--- config.mk ---
export PLATFORM = sky130hd
export DESIGN_NAME = mem_access_stage
export DESIGN_NICKNAME = d
export VERILOG_FILES = /design/src/rtl/mem_access_stage_pkg.sv /design/src/rtl/mem_byte_formatter.sv /design/src/rtl/mem_access_stage.sv
export SDC_FILE = /design/constraint.sdc
export NUM_CORES = 1
export LEC_CHECK = 0
export CAP_MARGIN = 20
export CELL_PAD_IN_SITES_DETAIL_PLACEMENT = 2
export CELL_PAD_IN_SITES_GLOBAL_PLACEMENT = 2
export CORE_MARGIN = 2
export CORE_UTILIZATION = 14
export CTS_CLUSTER_SIZE = 28
export DETAILED_ROUTE_END_ITERATION = 10
export PLACE_DENSITY_LB_ADDON = 0.1
export SLEW_MARGIN = 30
export SYNTH_ARGS = -nofsm -noshare
export SYNTH_HDL_FRONTEND = slang
export SYNTH_HIERARCHICAL = 1
export SYNTH_SLANG_ARGS = --single-unit
--- constraint.sdc ---
create_clock -name clk -period 1.7 [get_ports clk]
set_input_delay 0.255 -clock clk [delete_from_list [all_inputs] [get_ports clk]]
set_output_delay 0.255 -clock clk [all_outputs]
set_load 0.02 [all_outputs]
--- src/rtl/mem_access_stage_pkg.sv ---
// ============================================================================
// Module   : mem_access_stage_pkg
// Brief    : Shared encodings and helpers for the MEM access stage.
// Revision : 1.0 - initial release
// ============================================================================
`default_nettype none

package mem_access_stage_pkg;

    typedef enum logic [1:0] {
        ST_IDLE = 2'd0,
        ST_REQ  = 2'd1,
        ST_RESP = 2'd2,
        ST_DONE = 2'd3
    } state_e;

    localparam logic       MEM_WIDTH_WORD = 1'b0;
    localparam logic       MEM_WIDTH_BYTE = 1'b1;
    localparam logic       MEM_READ       = 1'b0;
    localparam logic       MEM_WRITE      = 1'b1;
    localparam logic [3:0] STRB_ALL       = 4'b1111;

    function automatic logic [31:0] byte_extend(input logic [7:0] b, input logic sext);
        return sext ? {{24{b[7]}}, b} : {24'd0, b};
    endfunction

endpackage

`default_nettype wire

--- src/rtl/mem_byte_formatter.sv ---
// ============================================================================
// Module   : mem_byte_formatter
// Brief    : Store strobe/data replication and load lane select + extension.
// Revision : 1.0 - initial release
// ============================================================================
`default_nettype none

module mem_byte_formatter
    import mem_access_stage_pkg::*;
(
    input  logic [1:0]  offset_i,
    input  logic        width_i,
    input  logic        sign_extend_i,
    input  logic [31:0] store_data_i,
    input  logic [31:0] load_raw_i,
    output logic [3:0]  wstrb_o,
    output logic [31:0] wdata_o,
    output logic [31:0] load_data_o
);

    logic [7:0] lane;

    always_comb begin
        lane = load_raw_i[7:0];
        case (offset_i)
            2'd0: lane = load_raw_i[7:0];
            2'd1: lane = load_raw_i[15:8];
            2'd2: lane = load_raw_i[23:16];
            2'd3: lane = load_raw_i[31:24];
            default: lane = load_raw_i[7:0];
        endcase
    end

    // Byte stores replicate the byte on every lane; the strobe picks the real one.
    assign wstrb_o     = (width_i == MEM_WIDTH_BYTE) ? (4'b0001 << offset_i) : STRB_ALL;
    assign wdata_o     = (width_i == MEM_WIDTH_BYTE) ? {4{store_data_i[7:0]}} : store_data_i;
    assign load_data_o = (width_i == MEM_WIDTH_BYTE) ? byte_extend(lane, sign_extend_i) : load_raw_i;

endmodule

`default_nettype wire

--- src/rtl/mem_access_stage.sv ---
// ============================================================================
// Module   : mem_access_stage
// Brief    : Pipeline MEM stage driving a valid/ready data-memory port.
// Revision : 1.0 - initial release
// ============================================================================
`default_nettype none

module mem_access_stage
    import mem_access_stage_pkg::*;
#(
    parameter int ADDR_WIDTH      = 32,
    parameter int DATA_WIDTH      = 32,
    parameter int REG_ADDR_WIDTH  = 5,
    parameter int FREE_LIST_WIDTH = 3
)
(
    input  logic                       clk,
    input  logic                       rst_n,
    input  logic                       flush,
    input  logic [ADDR_WIDTH-1:0]      pc_in,
    input  logic [DATA_WIDTH-1:0]      inst_in,
    input  logic [DATA_WIDTH-1:0]      alu_res_in,
    input  logic                       mem_enable_in,
    input  logic                       mem_rw_in,
    input  logic                       mem_width_in,
    input  logic                       sign_extend_in,
    input  logic [DATA_WIDTH-1:0]      mem_write_in,
    input  logic                       wb_src_in,
    input  logic                       wb_reg_in,
    input  logic                       branch_in,
    input  logic [REG_ADDR_WIDTH-1:0]  virtual_write_addr_in,
    input  logic [REG_ADDR_WIDTH:0]    physical_write_addr_in,
    input  logic [FREE_LIST_WIDTH-1:0] active_list_index_in,
    output logic                       dmem_req_valid,
    input  logic                       dmem_req_ready,
    output logic                       dmem_req_we,
    output logic [ADDR_WIDTH-1:0]      dmem_addr,
    output logic [DATA_WIDTH-1:0]      dmem_wdata,
    output logic [3:0]                 dmem_wstrb,
    input  logic                       dmem_rvalid,
    input  logic [DATA_WIDTH-1:0]      dmem_rdata,
    output logic                       stall_req,
    output logic                       wb_valid,
    output logic [DATA_WIDTH-1:0]      wb_data,
    output logic                       align_exc,
    output logic [ADDR_WIDTH-1:0]      pc_out,
    output logic [DATA_WIDTH-1:0]      inst_out,
    output logic                       wb_reg_out,
    output logic                       branch_out,
    output logic [REG_ADDR_WIDTH-1:0]  virtual_write_addr_out,
    output logic [REG_ADDR_WIDTH:0]    physical_write_addr_out,
    output logic [FREE_LIST_WIDTH-1:0] active_list_index_out
);

    state_e                state_q;
    logic                  kill_q;
    logic [DATA_WIDTH-1:0] load_q;

    logic                  misaligned;
    logic                  is_load;
    logic                  issue;
    logic [31:0]           load_fmt;

    mem_byte_formatter u_fmt (
        .offset_i      (alu_res_in[1:0]),
        .width_i       (mem_width_in),
        .sign_extend_i (sign_extend_in),
        .store_data_i  (mem_write_in),
        .load_raw_i    (dmem_rdata),
        .wstrb_o       (dmem_wstrb),
        .wdata_o       (dmem_wdata),
        .load_data_o   (load_fmt)
    );

    assign misaligned = mem_enable_in && (mem_width_in == MEM_WIDTH_WORD) &&
                        (alu_res_in[1:0] != 2'b00);
    assign is_load    = (mem_rw_in == MEM_READ);
    assign issue      = (state_q == ST_IDLE) && mem_enable_in && !misaligned && !flush;

    always_ff @(posedge clk or negedge rst_n) begin
        if (!rst_n) begin
            state_q <= ST_IDLE;
            kill_q  <= 1'b0;
            load_q  <= '0;
        end else begin
            case (state_q)
                ST_IDLE: begin
                    if (issue) begin
                        if (dmem_req_ready) begin
                            state_q <= is_load ? ST_RESP : ST_DONE;
                        end else begin
                            state_q <= ST_REQ;
                        end
                    end
                end
                ST_REQ: begin
                    if (flush) begin
                        state_q <= ST_IDLE;
                    end else if (dmem_req_ready) begin
                        state_q <= is_load ? ST_RESP : ST_DONE;
                    end
                end
                ST_RESP: begin
                    // A flushed load still drains its response before retiring.
                    if (flush) begin
                        kill_q <= 1'b1;
                    end
                    if (dmem_rvalid) begin
                        load_q  <= load_fmt;
                        state_q <= ST_DONE;
                    end
                end
                ST_DONE: begin
                    state_q <= ST_IDLE;
                    kill_q  <= 1'b0;
                end
                default: state_q <= ST_IDLE;
            endcase
        end
    end

    // Handshake and writeback outputs are forced quiet while reset is held.
    always_comb begin
        dmem_req_valid = 1'b0;
        stall_req      = 1'b0;
        wb_valid       = 1'b0;
        align_exc      = 1'b0;
        wb_data        = alu_res_in;
        if (rst_n) begin
            case (state_q)
                ST_IDLE: begin
                    dmem_req_valid = issue;
                    stall_req      = issue;
                    align_exc      = misaligned && !flush;
                    wb_valid       = !flush && (!mem_enable_in || misaligned);
                end
                ST_REQ: begin
                    dmem_req_valid = !flush;
                    stall_req      = !flush;
                end
                ST_RESP: begin
                    stall_req = 1'b1;
                end
                ST_DONE: begin
                    wb_valid = !kill_q && !flush;
                    if (mem_enable_in && is_load && wb_src_in) begin
                        wb_data = load_q;
                    end
                end
                default: begin
                    stall_req = 1'b0;
                end
            endcase
        end
    end

    assign dmem_req_we             = mem_rw_in;
    assign dmem_addr               = {alu_res_in[ADDR_WIDTH-1:2], 2'b00};
    assign pc_out                  = pc_in;
    assign inst_out                = inst_in;
    assign wb_reg_out              = wb_reg_in && !align_exc;
    assign branch_out              = branch_in;
    assign virtual_write_addr_out  = virtual_write_addr_in;
    assign physical_write_addr_out = physical_write_addr_in;
    assign active_list_index_out   = active_list_index_in;

endmodule

`default_nettype wire
**Word level (Yosys, flattened, before mapping)**

Cells that the tools add are included.

- Bits in registers: 35
- Bits in latches: 0
- Bits in writable memories: 0
- ROM bits: 0
- Input port bits: 186
- Output and inout port bits: 185
- Word-level logic and storage cells: 65
- Memories kept: 0

- $add $sub $neg: 0
- Multipliers: 0
- Divide/modulo/power cells: 0
- Magnitude comparators: 0
- Eq/ne operators: 10
- Shift operators: 1
- Multiplexer cells: 25
- Bitwise operators: 2
- Reduce and logical (&&, ||, !) cells: 24

Operator list:

| operator | count |
|---|---|
| $mux W32 | 6 |
| $pmux W8 S4 | 1 |
| $logic_and A1 B1 Y1 | 11 |
| $mux W2 | 5 |
| $eq A2 B2 Y1 const B | 4 |
| $pmux W2 S4 | 1 |
| $mux W1 | 7 |
| $ne A2 B2 Y1 const B | 3 |
| $pmux W1 S2 | 3 |
| $logic_not A1 Y1 | 5 |
| $eq A2 B1 Y1 const B | 2 |
| $logic_not A2 Y1 | 2 |
| $mux W4 | 1 |
| $reduce_and A2 Y1 | 2 |
| $reduce_bool A2 Y1 | 2 |
| $shl A1 B2 Y4 const A | 1 |
| $ne A3 B3 Y1 const B | 1 |
| $pmux W1 S3 | 1 |
| $reduce_and A3 Y1 | 1 |
| $not A1 Y1 | 2 |
| $logic_or A1 B1 Y1 | 1 |

**Longest topological paths before layout**

- Depth after elaboration: 8
- Depth in mapped cells: 6
- Mapped depth without buffers: 6

**Cells and area by module**

Netlist, hierarchy kept.

Modules (own cells, without submodules):

| module | instances | cells an instance | area an instance (um^2) | sequential area each (um^2) |
|---|---|---|---|---|
| mem_access_stage | 1 | 259 | 2786.4 | 875.8 |
| mem_byte_formatter | 1 | 176 | 953.4 | 0.0 |

**Least setup slack after synthesis**

OpenSTA, ideal clock, no wires.

- Path kind: register to output
- From: reg state_q[0]
- To: out wb_valid
- Arrival: 1.511 ns
- Path slack: -0.066 ns
- Stages on the path, launching flop included: 5
- Cells stage by stage: dfrtp_1 -> ha_1 -> nand2_1 -> o21ai_0 -> nor4b_1

- Cells in the longest elaborated chain, start to end: 3
- Elaborated cells on any way between the ends: 4
- Classes of those cells: 1 x eq/ne; 2 x mux; 1 x reduce/logical

Ends and longest elaborated chain:

| what | line | source |
|---|---|---|
| start, declared | mem_access_stage.sv:55 | `state_e state_q;` |
| start signal, assigned | mem_access_stage.sv:90 | `state_q <= is_load ? ST_RESP : ST_DONE;` |
| start signal, assigned | mem_access_stage.sv:100 | `state_q <= is_load ? ST_RESP : ST_DONE;` |
| $eq A2 B2 Y1 or $logic_not A2 Y1 (tied branches) | mem_access_stage.sv:130 | `case (state_q)` |
| $pmux W1 S2 * | mem_access_stage.sv:130 |  |
| $mux W1 * | mem_access_stage.sv:129 | `if (rst_n) begin` |
| end, declared | mem_access_stage.sv:43 | `output logic wb_valid,` |

Mark *: on every way between the ends. The rest lies on a longest branch, timed or not.

**Worst setup path after layout**

- From: reg state_q[0]
- To: out wb_data[3]

- Cells in the longest elaborated chain, start to end: 3

Ends and longest elaborated chain:

| what | line | source |
|---|---|---|
| $eq A2 B2 Y1 | mem_access_stage.sv:130 |  |
| $mux W32 | mem_access_stage.sv:130 |  |
| $mux W32 | mem_access_stage.sv:129 |  |
| end, declared | mem_access_stage.sv:44 | `output logic [DATA_WIDTH-1:0] wb_data,` |

No other way between the ends.

==> flow_summary.yaml <==
outcome:
  outcome: "finished with violations"
  violations: "design-rule violations, negative setup slack"
power:
  p_leak_nw: 2.95
  p_per_area_nw_per_um2: 892
  peakVddDrop_mv: 0.369
  finalPower_w: 0.00568
routing:
  first_iter_violations: 83
  ant_nets: 0
  remaining_drc_errors: 18
  vias: 3471
  dr.pass1.iters: 7
  routed_wl_mm: 17.0
  viasPerCell: 3.79
  wire_per_inst_um: 18.5
critical_path:
  cpPeakStageDelay_ns: 0.40
  start_kind: "register"
  cp_max_fo: 6
  cp_slowest_cell: "dfrtp_1"
  crit_path_end_kind: "primary output"
  rrSetupSlack_ns: -0.18
  cpMostUsedCell: "buf_6"
  crit_start: "state_q[0]$_DFFE_PN0P_"
  cp_top_family: "buffers and inverters"
  path_class: "reg -> out"
  cp.arrival_ns: 1.77
  rr_startpoint: "state_q[0]$_DFFE_PN0P_"
  path_cells: "ha_4 -> nand4_4 -> buf_8 -> buf_6 -> mux2_4 -> buf_6"
  worstPathRequired_ns: 1.44
  crit_buf_inv: 3
timing:
  maxSlewHeadroom_pct: 43.1
  hold_viol_final: 0
  max_freq_mhz: 494
  fin_crit_sh_pct: 119
  period_minus_slack_ns: 2.03
  rsz0062_at_grt: "yes"
  fin_skew_ns: 0.00243
  worst_slew_pin_slew_ns: 0.850
  maxSlewViolCount: 0
  fin_tns_setup_ns: -13.46
  finalSetupViolCount: 71
  layout_setup_ws_ns: -0.326
synthesis:
  synth.yosys.warnings: 6
  synthCells: 435
  synthAdderAreaFrac_pct: 1.34
  syn_area_um2: 3740
  yosys.area_share.simple_pct: 6.16
  synth_async_sr_flop_share_pct: 100
  synth_cell_types: 36
  synth_area_leaders: "buf_4 (24%), dfrtp_1 (23%), mux2_2 (21%)"
  synth.area.mux_share_pct: 22.5
  synth_most_common_cell: "buf_4"
  yosysTopAreaCell: "buf_4"
  synth_common_cells: "buf_4 (120), mux2_2 (69), o21ai_0 (53)"
  synth_top_family_by_area: "buffers and inverters"
  synth_edf_count: 0
  synthXorXnorAreaFrac_pct: 0
  synth.top_cell.area_share_pct: 24.1
  ys_seq_area_share_pct: 23.4
  synth_flop_cell: "dfrtp_1"
  synth_compound_area_share_pct: 13.5
  ys_seq_elements: 35
  avgSynthCellArea_um2: 8.60
placed_design:
  place_area_um2: 5580
  dp_hpwl_mm: 13.5
  portBuffers: 210
  gp_congestion: 0.742
  dp_cells: 881
final_layout:
  instances_no_fill: 916
  drive_gt1_share_pct: 36.6
  ff_latch_area_um2: 876
  syn_to_final_growth_pct: 70.4
  final_nets: 770
  postLayoutCellArea_um2: 6370
  n_fill_cell: 2954
  multi_input_area_um2: 1890
global_routing:
  gr-usage-all-layers_pct: 11.9
  antenna_found_initial: 1
  grt_max_degree: 33
  grt-ovfl-total: 0
  grt_pass1_wl_mm: 25.4
  grt_pass1_vias: 4124
clocking:
  clk_pin_slew_worst_paths_ns: 0.06
  cts.sink_count: 35
  cts_buffers: 5
  cts_root_buf: "clkbuf_16"
  clockBufferDepth: 2
  htreeDepth: 2
  cts_tree: "built"
  clk_latency_ns: 0.28
floorplan:
  placementRows: 59
  coreArea_um2: 26100
  ios: 371
  dieHeight_um: 167
  die_area_um2: 28000
  die_w_um: 167
  start_util_pct: 14.3
job:
  maxCapViolCount: 0
min_path:
  hp-class: "in -> async"
-- worst min-delay path, cell delays in order --
cell,delay (ns)
buf_2,0.08
buf_4,0.13
buf_4,0.28
-- path summary, 6_finish.rpt --
| path | end | depth (start not counted) |
|---|---|---|
| setup / recovery | wb_data[3] | 6 |
| hold / removal | load_q[15]$_DFFE_PN0P_ | 3 |
| setup reg to reg | load_q[6]$_DFFE_PN0P_ | 10 |
| hold reg to reg | load_q[19]$_DFFE_PN0P_ | 1 |
| max in group asynchronous | load_q[4]$_DFFE_PN0P_ | 3 |
| min in group clk | inst_out[17] | 0 |
-- through the flow --
step	utilization (%)	hold slack [ns]	setup WS (ns)
floorplan	-	-0.0406	0.0426
global placement	21.4	0.269	-0.713
detailed placement	21.4	0.270	-0.748
CTS	23.8	0.113	-0.467
global route	24.4	0.127	-0.388
finish	24.4	0.0957	-0.326
-- per-layer routing --
layer  track usage [%]  share of wire, %
met5                 0                 0
met1              12.4                37
met2              22.8                53
met3              3.73               8.2
met4              3.44               1.9
-- area by class of cell --
class,count,share of cell area (%)
Antenna cell,1,0.0393
Clock buffer,6,2.18
Clock inverter,1,0.0786
Inverter,53,3.28
Multi-Input combinational cell,209,29.7
Sequential cell,35,13.7
Tap cell,335,6.58
Timing Repair Buffer,276,44.4
-- registers in the layout, indices dropped and copies added, names as in the netlist --
| name | cells |
|---|---|
| load_q | 32 |
| state_q | 2 |
| kill_q | 1 |
-- layout by cell type (no fill, tap or decap), types with 10 or more instances in the layout --
cell type | netlist | layout
clkdlybuf4s50_1 | 0 | 131
buf_6 | 3 | 53
buf_12 | 0 | 10
buf_4 | 120 | 35
nand2_1 | 15 | 11
a21oi_1 | 11 | 10
mux2_4 | 3 | 33
o21ai_0 | 53 | 50
inv_1 | 52 | 49
dlygate4sd2_1 | 0 | 35
o21ai_1 | 10 | 12
dfrtp_1 | 35 | 35
mux2_2 | 69 | 39
-- report_power, final --
group	switching [W]	internal [W]
combinational	0.00131	0.00192
sequential	0.000291	0.00123
clock	0.000358	0.000573
-- cells by family after synthesis --
| family | after synthesis |
|---|---|
| adder cells (fa/ha/maj) | 4 |
| buffers and inverters | 192 |
| multiplexers | 74 |
| flip-flops | 35 |
| other | 1 |
| AND/OR/NAND/NOR | 39 |
| AO/OA/AOI/OAI | 90 |
-- repair_timing --
action                                 4_1_cts  5_1_grt
setup endpoints to repair                  106       72
pin swaps                                    7        6
endpoints found under the hold margin       16        0
hold buffers                                 1        0
setup buffers                               25        5
gates cloned                                 5        0
resized for setup                          303       72
(Power assumes the default switching activity.)
